===== src/rtl/vote_capture_if.sv =====
// Purpose: groups the voting panel signals: mode, raw buttons, debounced
//          levels, per-candidate totals and the accepted-vote pulse.
// Ports:   master drives mode/buttons and observes results; slave is the design side.
interface vote_capture_if;
  logic       mode;
  logic       button0;
  logic       button1;
  logic       button2;
  logic       button3;
  logic       candidate_button_press0;
  logic       candidate_button_press1;
  logic       candidate_button_press2;
  logic       candidate_button_press3;
  logic [7:0] candidate_vote0;
  logic [7:0] candidate_vote1;
  logic [7:0] candidate_vote2;
  logic [7:0] candidate_vote3;
  logic       valid_vote_casted;

  modport master (
    output mode, button0, button1, button2, button3,
    input  candidate_button_press0, candidate_button_press1,
           candidate_button_press2, candidate_button_press3,
           candidate_vote0, candidate_vote1, candidate_vote2, candidate_vote3,
           valid_vote_casted
  );

  modport slave (
    input  mode, button0, button1, button2, button3,
    output candidate_button_press0, candidate_button_press1,
           candidate_button_press2, candidate_button_press3,
           candidate_vote0, candidate_vote1, candidate_vote2, candidate_vote3,
           valid_vote_casted
  );
endinterface


===== src/rtl/vote_capture.sv =====
// Purpose: four-candidate vote capture; synchronizes and debounces raw buttons,
//          accepts one vote per single clean press, saturating 8-bit totals.
// Ports:   clock, reset (async active-high), bus (vote_capture_if.slave).
//          Latency raw edge -> valid_vote_casted: 2 + DEBOUNCE_CYCLES + 1 cycles.
module vote_capture #(
  parameter int DEBOUNCE_CYCLES = 10
) (
  input logic          clock,
  input logic          reset,
  vote_capture_if.slave bus
);

  typedef enum logic {IDLE, LOCK} state_t;

  localparam logic [15:0] THRESH = 16'(DEBOUNCE_CYCLES - 1);

  logic [3:0]       raw;
  logic [3:0]       sync1;
  logic [3:0]       sync2;
  logic [3:0]       deb;
  logic [3:0]       deb_copy;
  logic [3:0][15:0] stab_cnt;
  logic [3:0][7:0]  votes;
  logic [3:0]       press;
  logic             valid;
  logic             vote;
  state_t           state;
  state_t           state_next;

  assign raw = {bus.button3, bus.button2, bus.button1, bus.button0};

  // Two-flop synchronizer, then per-button stability counter.
  always_ff @(posedge clock or posedge reset) begin
    if (reset) begin
      sync1    <= '0;
      sync2    <= '0;
      deb      <= '0;
      deb_copy <= '0;
      stab_cnt <= '0;
    end else begin
      sync1    <= raw;
      sync2    <= sync1;
      deb_copy <= deb;
      for (int i = 0; i < 4; i++) begin
        if (sync2[i] == deb[i]) begin
          stab_cnt[i] <= '0;
        end else if (stab_cnt[i] == THRESH) begin
          deb[i]      <= ~deb[i];
          stab_cnt[i] <= '0;
        end else begin
          stab_cnt[i] <= stab_cnt[i] + 16'd1;
        end
      end
    end
  end

  // A press event lasts exactly one cycle: the rising edge of the debounced level.
  assign press = deb & ~deb_copy;

  always_ff @(posedge clock or posedge reset) begin
    if (reset) begin
      state <= IDLE;
      valid <= 1'b0;
      votes <= '0;
    end else begin
      state <= state_next;
      valid <= vote;
      if (vote) begin
        for (int i = 0; i < 4; i++) begin
          if (press[i] && votes[i] != 8'hFF) begin
            votes[i] <= votes[i] + 8'd1;
          end
        end
      end
    end
  end

  // Any press in voting mode locks the panel; only a lone press counts.
  // LOCK releases only once every debounced button is back at 0, so a held
  // button can never produce a second vote and the pulse cannot repeat.
  always_comb begin
    state_next = state;
    vote       = 1'b0;
    case (state)
      IDLE: begin
        if (!bus.mode && press != 4'b0000) begin
          state_next = LOCK;
          vote       = $onehot(press);
        end
      end
      LOCK: begin
        if (deb == 4'b0000) begin
          state_next = IDLE;
        end
      end
      default: state_next = IDLE;
    endcase
  end

  assign bus.candidate_button_press0 = deb[0];
  assign bus.candidate_button_press1 = deb[1];
  assign bus.candidate_button_press2 = deb[2];
  assign bus.candidate_button_press3 = deb[3];
  assign bus.candidate_vote0         = votes[0];
  assign bus.candidate_vote1         = votes[1];
  assign bus.candidate_vote2         = votes[2];
  assign bus.candidate_vote3         = votes[3];
  assign bus.valid_vote_casted       = valid;

endmodule


===== src/flat_wrapper.sv =====
// flat-port wrapper written by rule: the top's interface ports become plain ports
module vote_capture_flat 
#(
  parameter int DEBOUNCE_CYCLES = 10
)
  (clock, reset, bus_mode, bus_button0, bus_button1, bus_button2, bus_button3, bus_candidate_button_press0, bus_candidate_button_press1, bus_candidate_button_press2, bus_candidate_button_press3, bus_candidate_vote0, bus_candidate_vote1, bus_candidate_vote2, bus_candidate_vote3, bus_valid_vote_casted);
  vote_capture_if bus_i ();
  input logic clock;
  input logic reset;
  input wire logic [$bits(bus_i.mode)-1:0] bus_mode;
  input wire logic [$bits(bus_i.button0)-1:0] bus_button0;
  input wire logic [$bits(bus_i.button1)-1:0] bus_button1;
  input wire logic [$bits(bus_i.button2)-1:0] bus_button2;
  input wire logic [$bits(bus_i.button3)-1:0] bus_button3;
  output wire logic [$bits(bus_i.candidate_button_press0)-1:0] bus_candidate_button_press0;
  output wire logic [$bits(bus_i.candidate_button_press1)-1:0] bus_candidate_button_press1;
  output wire logic [$bits(bus_i.candidate_button_press2)-1:0] bus_candidate_button_press2;
  output wire logic [$bits(bus_i.candidate_button_press3)-1:0] bus_candidate_button_press3;
  output wire logic [$bits(bus_i.candidate_vote0)-1:0] bus_candidate_vote0;
  output wire logic [$bits(bus_i.candidate_vote1)-1:0] bus_candidate_vote1;
  output wire logic [$bits(bus_i.candidate_vote2)-1:0] bus_candidate_vote2;
  output wire logic [$bits(bus_i.candidate_vote3)-1:0] bus_candidate_vote3;
  output wire logic [$bits(bus_i.valid_vote_casted)-1:0] bus_valid_vote_casted;
  assign bus_i.mode = bus_mode;
  assign bus_i.button0 = bus_button0;
  assign bus_i.button1 = bus_button1;
  assign bus_i.button2 = bus_button2;
  assign bus_i.button3 = bus_button3;
  assign bus_candidate_button_press0 = bus_i.candidate_button_press0;
  assign bus_candidate_button_press1 = bus_i.candidate_button_press1;
  assign bus_candidate_button_press2 = bus_i.candidate_button_press2;
  assign bus_candidate_button_press3 = bus_i.candidate_button_press3;
  assign bus_candidate_vote0 = bus_i.candidate_vote0;
  assign bus_candidate_vote1 = bus_i.candidate_vote1;
  assign bus_candidate_vote2 = bus_i.candidate_vote2;
  assign bus_candidate_vote3 = bus_i.candidate_vote3;
  assign bus_valid_vote_casted = bus_i.valid_vote_casted;
  vote_capture #(.DEBOUNCE_CYCLES(DEBOUNCE_CYCLES)) u_core (.clock(clock), .reset(reset), .bus(bus_i));
endmodule

===== config.mk =====
export PLATFORM = sky130hd
export DESIGN_NAME = vote_capture_flat
export DESIGN_NICKNAME = d
export VERILOG_FILES = /design/src/rtl/vote_capture_if.sv /design/src/rtl/vote_capture.sv /design/src/flat_wrapper.sv
export SDC_FILE = /design/constraint.sdc
export NUM_CORES = 1
export LEC_CHECK = 0
export CAP_MARGIN = 10
export CORE_MARGIN = 8
export CORE_UTILIZATION = 58
export DETAILED_ROUTE_END_ITERATION = 10
export GPL_TIMING_DRIVEN = 0
export PLACE_DENSITY = 0.8
export SYNTH_ARGS = -nofsm -noshare
export SYNTH_HDL_FRONTEND = slang
export SYNTH_SLANG_ARGS = --single-unit

===== constraint.sdc =====
create_clock -name clock -period 6.03 [get_ports clock]
set_input_delay 1.809 -clock clock [delete_from_list [all_inputs] [get_ports clock]]
set_output_delay 1.809 -clock clock [all_outputs]
set_load 0.05 [all_outputs]

==> impl_summary.txt, run 1 <==
----------------------------------------------------
[Timing]
  Final hold violations ... 0
  Skew final ... between 9 and 10 ps
  Relative max-transition margin ... approximately three fifths
  Final setup violation count ... 0
  Total Negative Setup Slacks ... 0 ps
  Slew Limit Fails ... 0
  RSZ-0062 raised after global routing ... no
  Actual transition at the worst max-transition pin ... about 570 ps
  Share of the cycle needed by the critical path after routing ... 60.7%
  Tmin final ... 3660 ps
  Achievable clock frequency ... between 200 and 300 MHz

[Worst setup path]
  Worst Reg-to-Reg Cells ... 9
  Crit-path cells ... clkdlybuf4s50_1
  Family with the most delay on the worst path ... buffers and inverters
  Kind of end point of the critical path ... output pin
  Data arrival, critical path ... between 1500 and 2000 ps
  Slowest CP cell ... sky130_fd_sc_hd__clkdlybuf4s50_1
  Required time worst endpoint ... 4220 ps
  Critical path startpoint ... u_core.deb[1]$_DFFE_PP0P_
  Delay of the slowest cell on the worst path ... 870 ps
  Type of the worst setup path ... flip-flop to output pin
  Largest driver fanout on the critical path ... 7
  Bufs and invs on worst path ... 1
  Critical Path Stages ... 1
  Launching point of the worst reg2reg path ... u_core.deb[3]$_DFFE_PP0P_
  Critical Path Start Type ... flip-flop

[Routing]
  DRC marker count from the first detailed-route iteration ... 170
  Overall via count from detail_route ... ~4000
  Routed Wire Length ... approximately 11000 um
  Number of remaining DRC errors ... 0
  Initial DRT Pass Iterations ... 5
  Vias per cell ... approximately 5.7
  DR WL/cell ... between 15 and 20 um
  Routed Antenna Nets ... 0

[Synthesis]
  Yosys warning total ... 0
  Xor/xnor share of the synthesized area ... 12.2%
  Library cell with the largest summed area after synthesis ... sky130_fd_sc_hd__dfrtp_1
  Post-Synth Simple-Gate Area ... between 20% and 30%
  Multiplexer share of the synthesized area ... between 2 and 3%
  Gate Count Post-Synth ... 514
  Adder-cell share of the synthesized area ... 3.85%
  Number of different library cells in the post-synthesis netlist ... 43
  EDFF count, synth ... 0
  Fraction of post-synthesis cell area in the top cell type by area ... 52.8%
  Net count after synthesis ... about 540
  Share of synthesized registers carrying an async set or reset ... 100%
  Leading cell type by number of instances after synthesis ... sky130_fd_sc_hd__dfrtp_1
  Synth Flop Type ... sky130_fd_sc_hd__dfrtp_1
  Post-synthesis compound-gate area fraction ... about 1.8%
  Netlist area before placement ... ~5400 sq um
  Cell types occupying the most area after synthesis ... sky130_fd_sc_hd__dfrtp_1 53%, sky130_fd_sc_hd__xnor2_1 6.6%, sky130_fd_sc_hd__nor2_1 5.8%
  Seq/Total Area, Yosys ... between 50% and 60%
  Combinational family with the most area after synthesis ... simple AND/OR/NAND/NOR gates
  Commonest cells in the netlist ... 114 x sky130_fd_sc_hd__dfrtp_1, 84 x sky130_fd_sc_hd__nor2_1, 41 x sky130_fd_sc_hd__xnor2_1
  Mean cell area of the mapped netlist ... ~11 sq um
  Synthesized flop and latch total ... about 110

[Global routing]
  Global-route wire length before repair ... around 18000 um
  Initial antenna violation count ... 0
  Maximum number of pins on one net before global-route repair ... 73
  GRT Resource Usage Total ... approximately 18%
  Number of global-route vias before repair ... 3991
  Total grt overflow ... 0

[Clock network]
  Resized Gates After CTS ... 0
  Insertion delay to the later sink of the worst-skew pair ... about 510 ps
  Clock slew at reported path FFs ... 50 ps
  Number of buffers on the longest clock path ... 2
  Root Driver ... sky130_fd_sc_hd__clkbuf_8
  Clock sinks ... roughly 110
  Htree depth ... 4
  TritonCTS Buffers ... 17
  TritonCTS clock tree ... built
  Post-CTS setup buffer count ... 0
  Number of hold-repair buffers added at the cts stage ... 0

[Placement]
  # port buffers ... 43
  Weighted congestion at the end of routability-driven global placement ... 0.813
  Cell Area, Placed ... approximately 6000 sq um
  HPWL Detailed ... between 7000 and 8000 um

[Job]
  Number of maximum-capacitance constraint violations ... 0

[Die]
  Num rows ... 35
  Area of the die ... 12700 sq um
  Die X-Extent ... roughly 110 um
  Total core area ... 9150 sq um
  Initial Util ... slightly below 60%
  Die height ... 112 um
  Total I/O pin count ... 44

[Cells and area]
  Post-layout nets ... 600
  Total inserted antenna cells ... 0
  Layout filler cell count ... 632
  Share of post-route cells with drive strength above 1 ... a little under a tenth
  Final non-filler cell area ... 6620 sq um
  Area added between synthesis and finish ... 22.5%

[Worst hold path]
  Cells on Worst Hold Path ... 0
  Beginning of the worst hold path ... u_core.sync1[3]$_DFF_PP0_
  Min-delay worst type ... flip-flop to flip-flop

[Pwr]
  Total power ... approximately 2 mW
  Power density normalized to cell area ... between 300 and 400 nW/um^2
  Max VDD drop ... between 200 and 250 uV
  Leakage power of the design ... approximately 2.9 nW

[Status]
  Outcome ... complete, no violations

----------------------------------------------------
==> sequential cells by signal, indices dropped and copies added (netlist names), 4 cells and up <==
| signal | flops |
|---|---|
| u_core.deb_copy | 4 |
| u_core.bus.candidate_vote0 | 8 |
| u_core.sync1 | 4 |
| u_core.bus.candidate_vote3 | 8 |
| u_core.bus.candidate_vote2 | 8 |
| u_core.stab_cnt | 64 |
| u_core.deb | 4 |
| u_core.bus.candidate_vote1 | 8 |
| u_core.sync2 | 4 |
==> power by group <==
part / switching (mW) / leakage [nW] / total (mW) / internal [mW]
combinational: 0.0914 / 1.03 / 0.139 / 0.0474
clock: 0.336 / 0.301 / 1.04 / 0.700
sequential: 0.0301 / 1.53 / 0.823 / 0.793
total: 0.458 / 2.86 / 2.00 / 1.54
==> metrics by stage <==
step	utilization, %	worst slack (ps)	std cells	hold WS [ps]
floorplan	-	1210	514	331
global placement	65.2	-344	668	333
detailed placement	65.6	2170	669	336
CTS	72.3	2330	701	348
global route	72.3	2310	701	353
finish	72.3	2370	701	346
==> layer usage <==
layer | part of all wire, % | vias to the layer above | track usage, %
li1 | - | 1914 | -
met1 | 45 | 1950 | 21.2
met2 | 48 | 95 | 29.2
met3 | 5.4 | 18 | 6.44
met4 | 1.5 | 0 | 6.92
met5 | 0 | - | 0
==> layout make-up <==
cell class,count,area (sq um),area share (%)
Tap cell,111,139,2.10
Buffer,12,56.3,0.851
Sequential cell,114,2850,43.1
Inverter,15,58.8,0.889
Multi-Input combinational cell,373,2430,36.8
Timing Repair Buffer,44,458,6.92
Clock inverter,10,155,2.34
Clock buffer,22,463,7.00
==> worst paths after layout <==
kind	to	slack (ps)
setup / recovery	bus_candidate_button_press1	2370
hold / removal	u_core.sync2[3]$_DFF_PP0_	350
setup reg to reg	u_core.bus.candidate_vote2[1]$_DFFE_PP0P_	2730
hold reg to reg	u_core.sync2[3]$_DFF_PP0_	350
max in group asynchronous	u_core.sync2[0]$_DFF_PP0_	3610
min in group asynchronous	u_core.stab_cnt[62]$_DFF_PP0_	1700
==> cell families (layout without fill, tap and decap cells) <==
group | after synthesis | count (layout)
simple gates | 253 | 253
buf+inv | 27 | 103
xor+xnor | 75 | 75
mux | 14 | 14
fa+ha+maj | 16 | 16
compound gates | 15 | 15
flops | 114 | 114
==> layout by cell type (no fill, tap or decap), types with 8 or more instances in the layout <==
cell type / n
sky130_fd_sc_hd__and3_1: 8
sky130_fd_sc_hd__and4_1: 8
sky130_fd_sc_hd__clkbuf_1: 10
sky130_fd_sc_hd__clkbuf_16: 16
sky130_fd_sc_hd__clkdlybuf4s50_1: 43
sky130_fd_sc_hd__dfrtp_1: 114
sky130_fd_sc_hd__ha_1: 15
sky130_fd_sc_hd__inv_1: 14
sky130_fd_sc_hd__mux2_2: 11
sky130_fd_sc_hd__nand2_1: 29
sky130_fd_sc_hd__nand3_1: 37
sky130_fd_sc_hd__nand4_1: 22
sky130_fd_sc_hd__nor2_1: 84
sky130_fd_sc_hd__nor3_1: 12
sky130_fd_sc_hd__nor4_1: 22
sky130_fd_sc_hd__xnor2_1: 41
sky130_fd_sc_hd__xor2_1: 34
Power figures use the tool's default switching activity.
==> run 2: changes to the inputs <==
Settings changed: CORE_UTILIZATION 58 to 52, PLACE_DENSITY 0.8 to 0.75.
Clock period 6.03 ns to 3.1 ns, I/O delays scaled along.
==> run 2 against run 1 <==
Flip-flop and latch count unchanged. Design area is 1.5% higher. Critical path depth up 9. Sequential share of layout area down 0.57 points. Die area rose by 9.9%. Combinational power increased by 110%. Via count fell by 0.20%. Clock-buffer cell count is the same. Hold slack is essentially flat. Total power rose by 91%.
==> impl_summary.txt, run 2 (synthesis results as in run 1) <==
----------------------------------------------------
[Routing]
  Routed Antenna Nets ... 0
  DRC marker count from the first detailed-route iteration ... 320
  Overall via count from detail_route ... between 3000 and 4000
  Vias per cell ... about 5.4
  Number of remaining DRC errors ... 0
  Routed Wire Length ... 10800 um
  DR WL/cell ... about 15 um
  Initial DRT Pass Iterations ... 4

[Cells and area]
  Register ranked first by flip-flop count ... u_core.stab_cnt
  Share of post-route cells with drive strength above 1 ... between 10% and 20%
  Top library cells by usage in the layout, fill and taps aside ... 110 x sky130_fd_sc_hd__dfrtp_1, 83 x sky130_fd_sc_hd__nor2_1, 43 x sky130_fd_sc_hd__clkdlybuf4s50_1
  Total inserted antenna cells ... 0
  Non-filler instance count after layout ... 729
  Most frequent standard cell in the layout excluding fill and tap cells ... sky130_fd_sc_hd__dfrtp_1
  Area added between synthesis and finish ... 24.4%
  Post-layout nets ... approximately 600
  Max reg flops ... 64

[Global routing]
  Maximum number of pins on one net before global-route repair ... between 40 and 50
  Global-route wire length before repair ... around 18000 um
  Number of global-route vias before repair ... roughly 3800
  Initial antenna violation count ... 0
  Total grt overflow ... 0
  GRT Resource Usage Total ... between 10% and 20%

[Worst setup path]
  Critical path startpoint ... u_core.deb_copy[2]$_DFF_PP0_
  Type of the worst setup path ... flip-flop to flip-flop
  Data arrival, critical path ... 3460 ps
  Kind of end point of the critical path ... flip-flop
  Family with the most delay on the worst path ... simple AND/OR/NAND/NOR gates
  Largest driver fanout on the critical path ... 8
  Slowest CP cell ... sky130_fd_sc_hd__fa_1
  Delay of the slowest cell on the worst path ... around 430 ps
  Launching point of the worst reg2reg path ... u_core.deb_copy[2]$_DFF_PP0_
  Critical Path Start Type ... flip-flop
  Crit-path cells ... nand2b_4, ha_1, ha_2, fa_1, or3b_1, buf_6, or3_1, buf_6, nor4_4, mux2_4
  Library cell appearing most often on the critical path ... sky130_fd_sc_hd__buf_6
  Bufs and invs on worst path ... 2
  Required time worst endpoint ... about 3500 ps

[Clock network]
  Htree depth ... 4
  Clock sinks ... ~110
  TritonCTS clock tree ... built
  Number of hold-repair buffers added at the cts stage ... 0
  TritonCTS Buffers ... 17
  Insertion delay to the later sink of the worst-skew pair ... approximately 500 ps
  Number of buffers on the longest clock path ... 2
  Root Driver ... sky130_fd_sc_hd__clkbuf_8
  Clock slew at reported path FFs ... 60 ps

[Die]
  Area of the die ... around 14000 sq um
  Total I/O pin count ... 44
  Initial Util ... between 50% and 60%
  Die X-Extent ... approximately 120 um
  Num rows ... 37
  Total core area ... ~10000 sq um
  Die height ... between 100 and 150 um

[Pwr]
  Total net switching power ... ~900 uW
  Leakage power of the design ... 2.88 nW
  Proportion of power drawn by combinational gates ... 7.7%
  Total power ... 3.81 mW
  Power density normalized to cell area ... 567 nW/um^2
  Proportion of total power due to net switching ... about a quarter
  Cell internal power dissipation ... 2.91 mW
  Max VDD drop ... roughly 300 uV
  Sequential fraction of design power ... between 40 and 50%
  Clk network pwr share ... 50.3%

[Placement]
  Inst Count DP ... just under 700
  HPWL Detailed ... 7330 um
  Dpl ws ... -38.9 ps
  # port buffers ... 43
  Weighted congestion at the end of routability-driven global placement ... around 0.85

[Status]
  Outcome ... complete, no violations

[Timing]
  Slew Limit Fails ... 0
  Share of the cycle needed by the critical path after routing ... 98.9%
  Achievable clock frequency ... ~330 MHz
  Tmin final ... roughly 3000 ps
  Skew final ... 11.5 ps
  Final hold violations ... 0
  Worst hold-check slack ... 346 ps
  Relative max-transition margin ... 52.5%
  Setup slack after layout ... approximately 33 ps
  Final setup violation count ... 0
  Total Negative Setup Slacks ... 0 ps
  Actual transition at the worst max-transition pin ... approximately 710 ps
  RSZ-0062 raised after global routing ... yes

[Worst hold path]
  Min-delay worst type ... flip-flop to flip-flop
  Beginning of the worst hold path ... u_core.sync1[1]$_DFF_PP0_

[Job]
  Number of maximum-capacitance constraint violations ... 0

----------------------------------------------------
==> run 2: worst paths after layout <==
| check | depth (start not counted) | endpoint | slack, ps |
|---|---|---|---|
| min in group asynchronous | 2 | u_core.stab_cnt[42]$_DFF_PP0_ | 880 |
| min | 0 | u_core.sync2[1]$_DFF_PP0_ | 350 |
| max | 10 | u_core.bus.candidate_vote0[7]$_DFFE_PP0P_ | 30 |
| min reg2reg | 0 | u_core.sync2[1]$_DFF_PP0_ | 350 |
| max reg2reg | 10 | u_core.bus.candidate_vote0[7]$_DFFE_PP0P_ | 30 |
| max in group asynchronous | 3 | u_core.deb[0]$_DFFE_PP0P_ | 1560 |
==> run 2: per-layer routing <==
layer	up-vias	track usage [%]	share of wire [%]
met5	-	0	0
met4	0	6.49	0.42
met3	4	5.61	5.7
met2	87	25.4	49
met1	1950	20.1	45
li1	1928	-	-
==> run 2: power groups by stage <==
stage                     Sequential [mW]  Combinational (mW)  Clock (mW)
final                                1.60               0.292        1.92
after global routing                 1.61               0.326        2.02
after CTS                            1.60               0.293        1.96
after detailed placement             1.63               0.279           0
after global placement               1.62               0.265           0
after floorplan                      1.65               0.159           0
==> run 2: area by class of cell <==
| cell class | count | area [sq um] |
|---|---|---|
| plain buffers | 12 | 62.6 |
| clock buffers | 22 | 453 |
| clock inverters | 10 | 131 |
| fillers | 772 | 3470 |
| inverters | 15 | 60.1 |
| multi-input cells | 373 | 2500 |
| flip-flops and latches | 114 | 2860 |
| well taps | 136 | 170 |
| repair buffers | 47 | 485 |
==> run 2: worst reg2reg max path, stage by stage (launching register included) <==
cell and delay, ps:
sky130_fd_sc_hd__dfrtp_1 360, sky130_fd_sc_hd__nand2b_4 160, sky130_fd_sc_hd__ha_1 290, sky130_fd_sc_hd__ha_2 190
sky130_fd_sc_hd__fa_1 440, sky130_fd_sc_hd__or3b_1 370, sky130_fd_sc_hd__buf_6 150, sky130_fd_sc_hd__or3_1 320
sky130_fd_sc_hd__buf_6 150, sky130_fd_sc_hd__nor4_4 220, sky130_fd_sc_hd__mux2_4 320
==> run 2: what timing repair did <==
item | CTS | global route
gates resized for setup | 3 | 4
hold endpoints to repair | 0 | 0
cloned | 0 | 0
endpoints found under the setup margin | 4 | 4
buffers inserted | 2 | 0
pin swaps | 0 | 0
==> run 2: stage by stage <==
step	utilization, %	area (sq um)
6_report	66.0	6720
5_1_grt	66.0	6720
4_1_cts	65.7	6690
3_5_place_dp	59.6	6070
3_3_place_gp	59.2	6030
2_1_floorplan	-	5430
==> run 3: changes to the inputs <==
Settings changed: CORE_ASPECT_RATIO set to 2, REMOVE_ABC_BUFFERS set to 1.
==> run 3 against run 2 <==
Non-clock buffer count is 4 lower. Via count is 1.9% higher. Highest routed layer unchanged. Global-route usage is 0.76 points higher. Sequential power hardly changed. Routed wire length is 4.7% higher.
==> impl_summary.txt, run 3 (synthesis results as in run 1) <==
----------------------------------------------------
[Worst setup path]
  Slowest CP cell ... sky130_fd_sc_hd__or3b_4
  Worst reg2reg path endpoint ... u_core.bus.candidate_vote2[1]$_DFFE_PP0P_
  Kind of end point of the critical path ... flip-flop
  Library cell appearing most often on the critical path ... sky130_fd_sc_hd__ha_1
  Type of the worst setup path ... flip-flop to flip-flop
  Largest driver fanout on the critical path ... 7
  Required time worst endpoint ... about 3400 ps
  Launching point of the worst reg2reg path ... u_core.deb_copy[1]$_DFF_PP0_
  Critical path startpoint ... u_core.deb_copy[1]$_DFF_PP0_
  Capturing element of the worst setup path ... u_core.bus.candidate_vote2[1]$_DFFE_PP0P_
  Delay of the slowest cell on the worst path ... between 400 and 500 ps
  Crit-path cells ... nand2b_4, ha_1, ha_1, fa_1, or3b_4, buf_4, nor3_4, and2_1, mux2_2
  Worst Reg-to-Reg Cells ... 9
  Critical Path Start Type ... flip-flop
  Data arrival, critical path ... about 3300 ps
  Worst reg2reg setup slack ... about 93 ps

[Pwr]
  Proportion of power drawn by combinational gates ... under 10%
  Max VDD drop ... ~500 uV
  Leakage power of the design ... roughly 3 nW
  Cell internal power dissipation ... 2.93 mW
  Clk network pwr share ... 49.9%
  Proportion of total power due to net switching ... 22.8%
  Total net switching power ... approximately 860 uW
  Sequential fraction of design power ... between 40% and 50%
  Total power ... 3.79 mW
  Power density normalized to cell area ... 564 nW/um^2

[Job]
  Number of maximum-capacitance constraint violations ... 0

[Timing]
  Skew final ... about 11 ps
  Final setup violation count ... 0
  Total Negative Setup Slacks ... 0 ps
  Share of the cycle needed by the critical path after routing ... 97.0%
  Setup slack after layout ... around 93 ps
  Achievable clock frequency ... ~330 MHz
  Slew Limit Fails ... 0
  Actual transition at the worst max-transition pin ... 602 ps
  Relative max-transition margin ... roughly three fifths
  Tmin final ... 3010 ps
  Worst hold-check slack ... between 300 and 400 ps
  Final hold violations ... 0

[Global routing]
  Top Usage Layer GRT ... met2
  Total grt overflow ... 0
  Met1 capacity usage during global routing ... 16.4%
  Number of global-route vias before repair ... about 4000
  Global-route wire length before repair ... around 19000 um
  GRT Resource Usage Total ... between 15 and 20%
  Met2 track utilization from global routing ... approximately 31%
  Initial antenna violation count ... 0
  Met3 demand-to-capacity share in global routing ... 4.32%
  Maximum number of pins on one net before global-route repair ... 69

[Routing]
  Routed Antenna Nets ... 0
  Initial DRT Pass Iterations ... 7
  Overall via count from detail_route ... roughly 4000
  Routed Wire Length ... around 11000 um
  DRC marker count from the first detailed-route iteration ... ~190
  Vias per cell ... between 5 and 6
  DR WL/cell ... approximately 16 um
  Number of remaining DRC errors ... 0

[Die]
  Total I/O pin count ... 44
  Total core area ... ~10000 sq um
  Num rows ... 52
  Area of the die ... approximately 14000 sq um
  Die X-Extent ... just under 90 um
  Die height ... about 160 um
  Initial Util ... roughly 53%

[Clock network]
  TritonCTS clock tree ... built
  Clock slew at reported path FFs ... about 50 ps
  TritonCTS Buffers ... 17
  Insertion delay to the later sink of the worst-skew pair ... a little over 400 ps
  Root Driver ... sky130_fd_sc_hd__clkbuf_16
  Clock sinks ... around 110
  Number of buffers on the longest clock path ... 2
  Htree depth ... 4
  Number of hold-repair buffers added at the cts stage ... 0

[Placement]
  # port buffers ... 43
  HPWL Detailed ... slightly below 8000 um
  Cell Area, Placed ... ~6000 sq um
  Dpl ws ... -245 ps
  Inst Count DP ... between 600 and 700
  Weighted congestion at the end of routability-driven global placement ... ~0.82

[Cells and area]
  Final non-filler cell area ... just under 7000 sq um
  Layout filler cell count ... between 700 and 800
  Layout Utilization ... 66.2%
  Register ranked first by flip-flop count ... u_core.stab_cnt
  Total inserted antenna cells ... 0
  Most frequent standard cell in the layout excluding fill and tap cells ... sky130_fd_sc_hd__dfrtp_1
  Post-layout nets ... 599
  Share of post-route cells with drive strength above 1 ... roughly 12%
  Non-filler instance count after layout ... approximately 720
  Max reg flops ... 64
  Top library cells by usage in the layout, fill and taps aside ... 110 x sky130_fd_sc_hd__dfrtp_1, 83 x sky130_fd_sc_hd__nor2_1, 43 x sky130_fd_sc_hd__clkdlybuf4s50_1
  Area added between synthesis and finish ... 24.4%

[Status]
  Outcome ... complete, no violations

[Worst hold path]
  Min-delay worst type ... flip-flop to flip-flop

----------------------------------------------------
-- run 3: cell count changes in the layout (fill, tap and decap cells not counted), moves of 2 or more --
cell                         previous run  this run
sky130_fd_sc_hd__buf_12                 2         0
sky130_fd_sc_hd__clkbuf_8               3         5
sky130_fd_sc_hd__clkinvlp_4             2         0
sky130_fd_sc_hd__buf_6                  2         0
sky130_fd_sc_hd__buf_2                  2         0
sky130_fd_sc_hd__clkinv_2               5         3
sky130_fd_sc_hd__clkbuf_1              11         3
sky130_fd_sc_hd__buf_4                  2        11
-- run 3: metal layers --
| metal | up-vias | share of wire (%) |
|---|---|---|
| li1 | 1915 | - |
| met1 | 1997 | 36 |
| met2 | 98 | 57 |
| met3 | 34 | 4.0 |
| met4 | 0 | 3.1 |
| met5 | - | 0 |
-- run 3: area by class of cell --
cell class | instances | area [sq um] | area share, %
clock buffer | 25 | 505 | 7.52
clock inverter | 5 | 75.1 | 1.12
inverter | 15 | 58.8 | 0.875
multi-input combinational | 373 | 2510 | 37.4
sequential | 114 | 2860 | 42.5
tap | 135 | 169 | 2.51
timing repair buffer | 55 | 541 | 8.04
-- run 3: power groups by stage --
stage / clock [mW] / combinational (mW) / sequential, mW
after floorplan: 0 / 0.141 / 1.65
after global placement: 0 / 0.247 / 1.62
after detailed placement: 0 / 0.262 / 1.63
after CTS: 1.92 / 0.272 / 1.60
after global routing: 2.00 / 0.329 / 1.61
final: 1.89 / 0.295 / 1.60
-- run 3: worst min-delay path by stage --
stage / from / to / slack, ps / cells past startpoint
2_1_floorplan: u_core.sync1[0]$_DFF_PP0_ / u_core.sync2[0]$_DFF_PP0_ / 330 / 0
3_3_place_gp: u_core.sync1[1]$_DFF_PP0_ / u_core.sync2[1]$_DFF_PP0_ / 330 / 0
3_5_place_dp: u_core.sync1[1]$_DFF_PP0_ / u_core.sync2[1]$_DFF_PP0_ / 340 / 0
4_1_cts: u_core.sync1[1]$_DFF_PP0_ / u_core.sync2[1]$_DFF_PP0_ / 350 / 0
5_1_grt: u_core.sync1[1]$_DFF_PP0_ / u_core.sync2[1]$_DFF_PP0_ / 350 / 0
6_report: u_core.sync1[1]$_DFF_PP0_ / u_core.sync2[1]$_DFF_PP0_ / 350 / 0
-- run 3: critical path: cells and delay by family (launching register included) --
| kind | cells | cell delay (ps) |
|---|---|---|
| adders and majority gates | 3 | 890 |
| buffers and inverters | 1 | 170 |
| muxes | 1 | 360 |
| DFF | 1 | 380 |
| and+or+nand+nor | 4 | 1100 |
-- run 3: timing repair --
item,CTS,global route
pin swaps,0,7
endpoints found under the setup margin,18,10
gates resized for setup,9,10
buffers inserted,0,11
cloned,0,0
